### config.mk
export PLATFORM = sky130hd
export DESIGN_NAME = seq_signed_mult32
export DESIGN_NICKNAME = d
export VERILOG_FILES = /design/src/rtl/seq_signed_mult32.sv
export SDC_FILE = /design/constraint.sdc
export NUM_CORES = 1
export LEC_CHECK = 0
export ABC_AREA = 1
export CORE_MARGIN = 2
export CORE_UTILIZATION = 50
export DETAILED_ROUTE_END_ITERATION = 10
export DONT_BUFFER_PORTS = 1
export GPL_TIMING_DRIVEN = 0
export PLACE_DENSITY = 0.61
export SLEW_MARGIN = 30
export SYNTH_ARGS = -nofsm -noshare
export SYNTH_HDL_FRONTEND = slang
export SYNTH_SLANG_ARGS = --single-unit
### constraint.sdc
create_clock -name clock -period 3.8 [get_ports clock]
set_clock_uncertainty 0.05 [all_clocks]
set_input_delay 0.95 -clock clock [delete_from_list [all_inputs] [get_ports clock]]
set_output_delay 0.95 -clock clock [all_outputs]
set_load 0.1 [all_outputs]
### src/rtl/seq_signed_mult32.sv
// Iterative radix-2 shift-add signed multiplier: WIDTH x WIDTH -> 2*WIDTH product.
// Define VAR_LATENCY_EN for early termination once the remaining multiplier bits are zero.
module seq_signed_mult32 #(
    parameter int WIDTH = 32
) (
    input  logic                 clock,
    input  logic                 reset_n,
    input  logic [WIDTH-1:0]     mlier,
    input  logic [WIDTH-1:0]     mcand,
    input  logic                 start,
    output logic [2*WIDTH-1:0]   prodt,
    output logic                 valid
);

    // state   | meaning
    // ST_IDLE | waiting for a start rising edge; prodt holds last result
    // ST_BUSY | one shift-add iteration per clock, cnt counts down to terminal 0

    localparam int CW = $clog2(WIDTH);

    typedef enum logic {ST_IDLE, ST_BUSY} state_t;

    state_t             state, state_nxt;
    logic               start_d;
    logic               sign, sign_nxt;
    logic [CW-1:0]      cnt, cnt_nxt;
    logic [WIDTH-1:0]   mcand_mag, mcand_mag_nxt;
    logic [2*WIDTH-1:0] acc, acc_nxt;
    logic [2*WIDTH-1:0] prodt_nxt;
    logic               valid_nxt;

    logic [WIDTH-1:0]   mlier_abs, mcand_abs;
    logic [WIDTH:0]     sum;
    logic [2*WIDTH-1:0] acc_step;
    logic [2*WIDTH-1:0] mag_prod;
    logic [2*WIDTH-1:0] result;
    logic               done;

`ifdef VAR_LATENCY_EN
    logic [WIDTH-1:0]   rem, rem_nxt;
    logic [CW:0]        shamt;
`endif

    assign mlier_abs = mlier[WIDTH-1] ? -mlier : mlier;
    assign mcand_abs = mcand[WIDTH-1] ? -mcand : mcand;

    // Carry out of the add lands in the MSB as the accumulator shifts right.
    assign sum      = {1'b0, acc[2*WIDTH-1:WIDTH]} + {1'b0, (acc[0] ? mcand_mag : '0)};
    assign acc_step = {sum, acc[WIDTH-1:1]};

`ifdef VAR_LATENCY_EN
    // Once no multiplier bits remain, the outstanding iterations would only shift.
    assign shamt    = {1'b0, cnt} + (CW+1)'(1);
    assign done     = (rem == '0) || (cnt == '0);
    assign mag_prod = (rem == '0) ? (acc >> shamt) : acc_step;
`else
    assign done     = (cnt == '0);
    assign mag_prod = acc_step;
`endif

    assign result = (sign && (mag_prod != '0)) ? -mag_prod : mag_prod;

    always_comb begin
        state_nxt     = state;
        sign_nxt      = sign;
        cnt_nxt       = cnt;
        mcand_mag_nxt = mcand_mag;
        acc_nxt       = acc;
        prodt_nxt     = prodt;
        valid_nxt     = 1'b0;
`ifdef VAR_LATENCY_EN
        rem_nxt       = rem;
`endif
        case (state)
            ST_IDLE: begin
                if (start && !start_d) begin
                    mcand_mag_nxt = mcand_abs;
                    acc_nxt       = {{WIDTH{1'b0}}, mlier_abs};
                    sign_nxt      = mlier[WIDTH-1] ^ mcand[WIDTH-1];
                    cnt_nxt       = CW'(WIDTH-1);
`ifdef VAR_LATENCY_EN
                    rem_nxt       = (mcand_abs == '0) ? '0 : mlier_abs;
`endif
                    state_nxt     = ST_BUSY;
                end
            end
            ST_BUSY: begin
                if (done) begin
                    prodt_nxt = result;
                    valid_nxt = 1'b1;
                    state_nxt = ST_IDLE;
                end else begin
                    acc_nxt = acc_step;
                    cnt_nxt = cnt - CW'(1);
`ifdef VAR_LATENCY_EN
                    rem_nxt = rem >> 1;
`endif
                end
            end
            default: state_nxt = ST_IDLE;
        endcase
    end

    always_ff @(posedge clock or negedge reset_n) begin
        if (!reset_n) begin
            state     <= ST_IDLE;
            start_d   <= 1'b0;
            sign      <= 1'b0;
            cnt       <= '0;
            mcand_mag <= '0;
            acc       <= '0;
            prodt     <= '0;
            valid     <= 1'b0;
`ifdef VAR_LATENCY_EN
            rem       <= '0;
`endif
        end else begin
            state     <= state_nxt;
            start_d   <= start;
            sign      <= sign_nxt;
            cnt       <= cnt_nxt;
            mcand_mag <= mcand_mag_nxt;
            acc       <= acc_nxt;
            prodt     <= prodt_nxt;
            valid     <= valid_nxt;
`ifdef VAR_LATENCY_EN
            rem       <= rem_nxt;
`endif
        end
    end

endmodule

---- Word-level counts from Yosys, hierarchy flattened ----
Cells that the tools add are included.
Widths: inputs -> output; s select.
word-level totals
  word-level logic and storage cells ...... 40
  register bits after elaboration ......... 169
cells by class
  reduce and logical (&&, ||, !) cells .... 8
  mux-type cells .......................... 15
  add/subtract/negate cells ............... 5
  equal/unequal tests ..................... 2
  bitwise logic cells ..................... 2
operator list
  cell                 count
  $mux 64              3
  $pmux 64 s2          1
  $mux 32              3
  $neg 32->32          2
  $neg 64->64          1
  $reduce_bool 64->1   1
  $add 32x32->33       1
  $mux 5               2
  $pmux 5 s2           1
  $reduce_and 2->1     3
  $logic_not 5->1      1
  $sub 5x1->5 const B  1
  $mux 1               4
  $ne 2x2->1 const B   2
  $logic_and 1x1->1    2
  $pmux 1 s2           1
  $logic_not 1->1      1
  $not 1->1            1
  $xor 1x1->1          1

---- Logic depth before layout (Yosys ltp) ----
  depth in word-level cells ............... 5
  gate-level depth with buffers ........... 28
  mapped depth without buffers ............ 24

---- Worst setup path after synthesis ----
OpenSTA, ideal clock, no wires.
  path kind ............................... register to register
  from .................................... reg acc[0]
  to ...................................... reg prodt[59]
  path slack .............................. 0.531 ns
  required time ........................... 3.630 ns
  cell stages (with the launch flop) ...... 21
  arrival time ............................ 3.099 ns
  path through ............................ dfrtp_1 -> clkbuf_1 -> clkbuf_1 -> nand2_1 -> inv_1 -> ha_1 -> fa_1 -> or2_2 -> nand2_1 -> inv_1 -> nor3_1 -> nand2_1 -> nor2_1 -> nand2_1 -> nor2_2 -> nand3_1 -> or2_2 -> nand2_1 -> nand2_1 -> nand3_1 -> nand2_1
on the way
  cells in the longest elaborated chain, start to end .. 5
RTL lines
  element                                              line  text
  start: declaration                                   28    logic [2*WIDTH-1:0] acc, acc_nxt;
  start signal: assignment                             123   acc <= acc_nxt;
  $mux 32 *                                            48    assign sum = {1'b0, acc[2*WIDTH-1:WIDTH]} + {1'b0, (acc[0] ? mcand_mag : '0)};
  $add 32x32->33 *                                     48
  branches (longest 2 deep; another with $neg 64->64)  -
  $mux 64 *                                            61    assign result = (sign && (mag_prod != '0)) ? -mag_prod : mag_prod;
  end signal: assignment                               124   prodt <= prodt_nxt;
  end: declaration                                     11    output logic [2*WIDTH-1:0] prodt,
Mark *: on every way between the ends.
A chain may end at the register's enable or synchronous reset.

---- Final worst setup path ----
  from .................................... reg acc[0]
  to ...................................... reg prodt[13]
on the way
  cells in the longest elaborated chain, start to end .. 5
RTL lines
  element             line
  $mux 32             48
  $add 32x32->33      48
  $reduce_bool 64->1  61
  $logic_and 1x1->1   61
  $mux 64             61
No other way between the ends.

==> reports/summary.txt <==
ANT cells -> 0
Antenna viol nets, final -> 0
Critical Path AT -> 3970 ps
Drt total wl -> 44,440 um
Worst-path fanout max -> 10
Dpl cells -> 2,417
DRC Markers -> 0
Die W -> 165.4 um
GR Overflow Total -> 0
Hold Violations, Final -> 0
Post-DP Area -> 0.01344 sq mm
1st-pass router iterations -> 7
Syn_area_per_cell -> 6.255 sq um
I/O Buffers -> 0
Die Height -> 165.4 um
Syn_nets -> 2,187
Count leader, synth -> nand2_1
Synth area leader -> dfrtp_1
Post-route minimum period -> 3633 ps
Max_slew headroom -> 33.89%
# IOs -> 132
First-pass GRT wire length -> 67,330 um
Critical Path Source Type -> flip-flop
Share of Yosys cell area claimed by the top area cell type -> 32.47%
DR WL/cell -> 18.08 um
Maximum root-to-sink buffer count -> 2
Top_reg_cell synth -> dfrtp_1
Tcrit/Tclk final -> 95.61%
Fmax -> 275.2 MHz
Hold Crit Class -> input pin to asynchronous set/reset pin
Worst slew pin tran -> 991.6 ps
Slack of the critical path -> 166.9 ps
Clk pin slew, worst setup/hold paths -> 90 ps
Vias -> 13,520
DRT iter0 DRCs -> 1,100
CTS Sinks -> 169
Final Wtd Congestion -> 0.9239
CTS tree -> yes
CTS root buf -> clkbuf_16
Slew Limit Fails -> 0
#FFs+latches synth -> 169
Fraction of registers with async set/reset -> 100.0%
Pin count of the biggest net entering global routing -> 170
Layout Cells excl Fill -> 2,458
Worst slack, placed -> -661.3 ps
Total CTS buffers -> 17
Vias in the first global route -> 12,010
Crit path required time -> 4140 ps
Post-synth EDFFs -> 0
Ys Warns -> 0
Final setup fails -> 0
Worst setup EP type -> flip-flop
Layout cell share with drive strength beyond 1 -> 9.279%
Register area share after synthesis -> 32.47%
Core area -> 0.02584 sq mm
Outcome -> completed
Top area cells in the synthesized netlist -> dfrtp_1, nand2_1, inv_1, o21ai_0, nor2_1
Cell area after synthesis -> 0.01302 sq mm
Cell variety after synth -> 41
Antenna violations before repair -> 0
Most instantiated cells after synthesis -> nand2_1, inv_1, nor2_1
Total of max-cap violations -> 0
Setup CP Type -> flip-flop to flip-flop
Initial Util -> 50.41%
Die area -> 0.02735 sq mm
Design Area, Final -> 0.01481 sq mm
Area growth, synth to finish -> 13.75%
Row Count -> 59
Skew-Pair Late Insertion Delay -> 460 ps
Cell count after synthesis -> 2,082
GRT Util Overall -> 32.31%
H-tree Lvls -> 4
Via density -> 5.500
Post-DP HPWL -> 34,130 um
Fin nets -> 2,215
-- per-stage QoR --
step / util (%) / TNS, ps / hold slack (ps)
floorplan: - / 0 / 396.2
global placement: 52.03 / -29830 / 415.2
detailed placement: 52.03 / -30340 / 424.5
CTS: 55.02 / 0 / 135.0
global route: 57.34 / -528.5 / 133.8
finish: 57.34 / 0 / 149.1
-- flip-flops by register name (all words and copies together) (netlist names) --
register   flops
mcand_mag     32
sign           1
prodt         64
cnt            5
state          1
acc           64
valid          1
start_d        1
-- cells by family after synthesis --
logic type | count (synthesis) | share of synthesized area (%)
simple gates | 1198 | 37.67
buf+inv | 336 | 10.04
flops | 169 | 32.47
compound gates | 264 | 10.88
xor+xnor | 77 | 5.236
fa+ha+maj | 38 | 3.708
-- final timing paths --
| path | startpoint | endpoint | slack [ps] | depth (start not counted) |
|---|---|---|---|---|
| hold reg to reg | mcand_mag[1] | mcand_mag[1] | 440 | 2 |
| setup / recovery | acc[0] | prodt[13] | 170 | 23 |
| max in group asynchronous | reset_n | sign | 2990 | 0 |
| min in group clock | mcand_mag[1] | mcand_mag[1] | 440 | 2 |
| hold / removal | reset_n | acc[55] | 150 | 0 |
| setup reg to reg | acc[0] | prodt[13] | 170 | 23 |
-- metal layers --
layer | up-vias | GRT usage [%] | share of wire, %
met5 | - | 0 | 0
met4 | 0 | 7.955 | 1.9
met2 | 508 | 48.31 | 43
met1 | 6350 | 48.21 | 47
met3 | 48 | 5.744 | 8.1
li1 | 6612 | - | -
-- area by class of cell --
class / instances / area [sq um]
Buffer: 63 / 326.6
Clock buffer: 17 / 425.4
Clock inverter: 15 / 201.4
Fill cell: 2650 / 11020
Inverter: 272 / 1021
Multi-Input combinational cell: 1577 / 8115
Sequential cell: 169 / 4230
Tap cell: 335 / 419.2
Timing Repair Buffer: 10 / 75.07
-- layout by cell type (no fill, tap or decap), types with 13 or more instances in the layout --
cell type / netlist / routed
a21oi_1: 50 / 44
clkbuf_1: 57 / 47
clkbuf_16: 0 / 17
dfrtp_1: 169 / 168
ha_4: 0 / 18
inv_1: 268 / 265
nand2_1: 786 / 751
nand2_2: 6 / 34
nand3_1: 133 / 124
nand4_1: 20 / 20
nor2_1: 180 / 156
nor2_2: 7 / 18
nor2_4: 0 / 13
nor3_1: 32 / 29
o211ai_1: 16 / 16
o21ai_0: 172 / 164
xnor2_1: 18 / 18
xor2_1: 58 / 58
-- critical path, cell delays in order, from the launching register on --
cell and delay [ps]:
dfrtp_2 500, buf_8 170, nand2_1 50, inv_1 50
ha_2 200, fa_2 370, nand3_2 100, nand3_4 100
nand2_1 100, nand2_1 110, nand2_2 100, nand2_4 100
nand2_4 90, nand3_1 80, nand2_2 180, nand2_1 90
nor2_2 130, nand3_2 110, nand2_2 100, nand2_4 100
clkbuf_2 240, o21ai_1 300, nand2_1 80, nand2_1 60
-- what timing repair did --
item	in CTS	in global routing
resized for setup	48	136
pin swaps	1	16
setup endpoints to repair	61	60
hold buffers	0	0
setup buffers	3	7
Power is left out: the tool's default activity adds up to more than one toggle a clock period on the data nets, which glitch-free logic cannot reach.
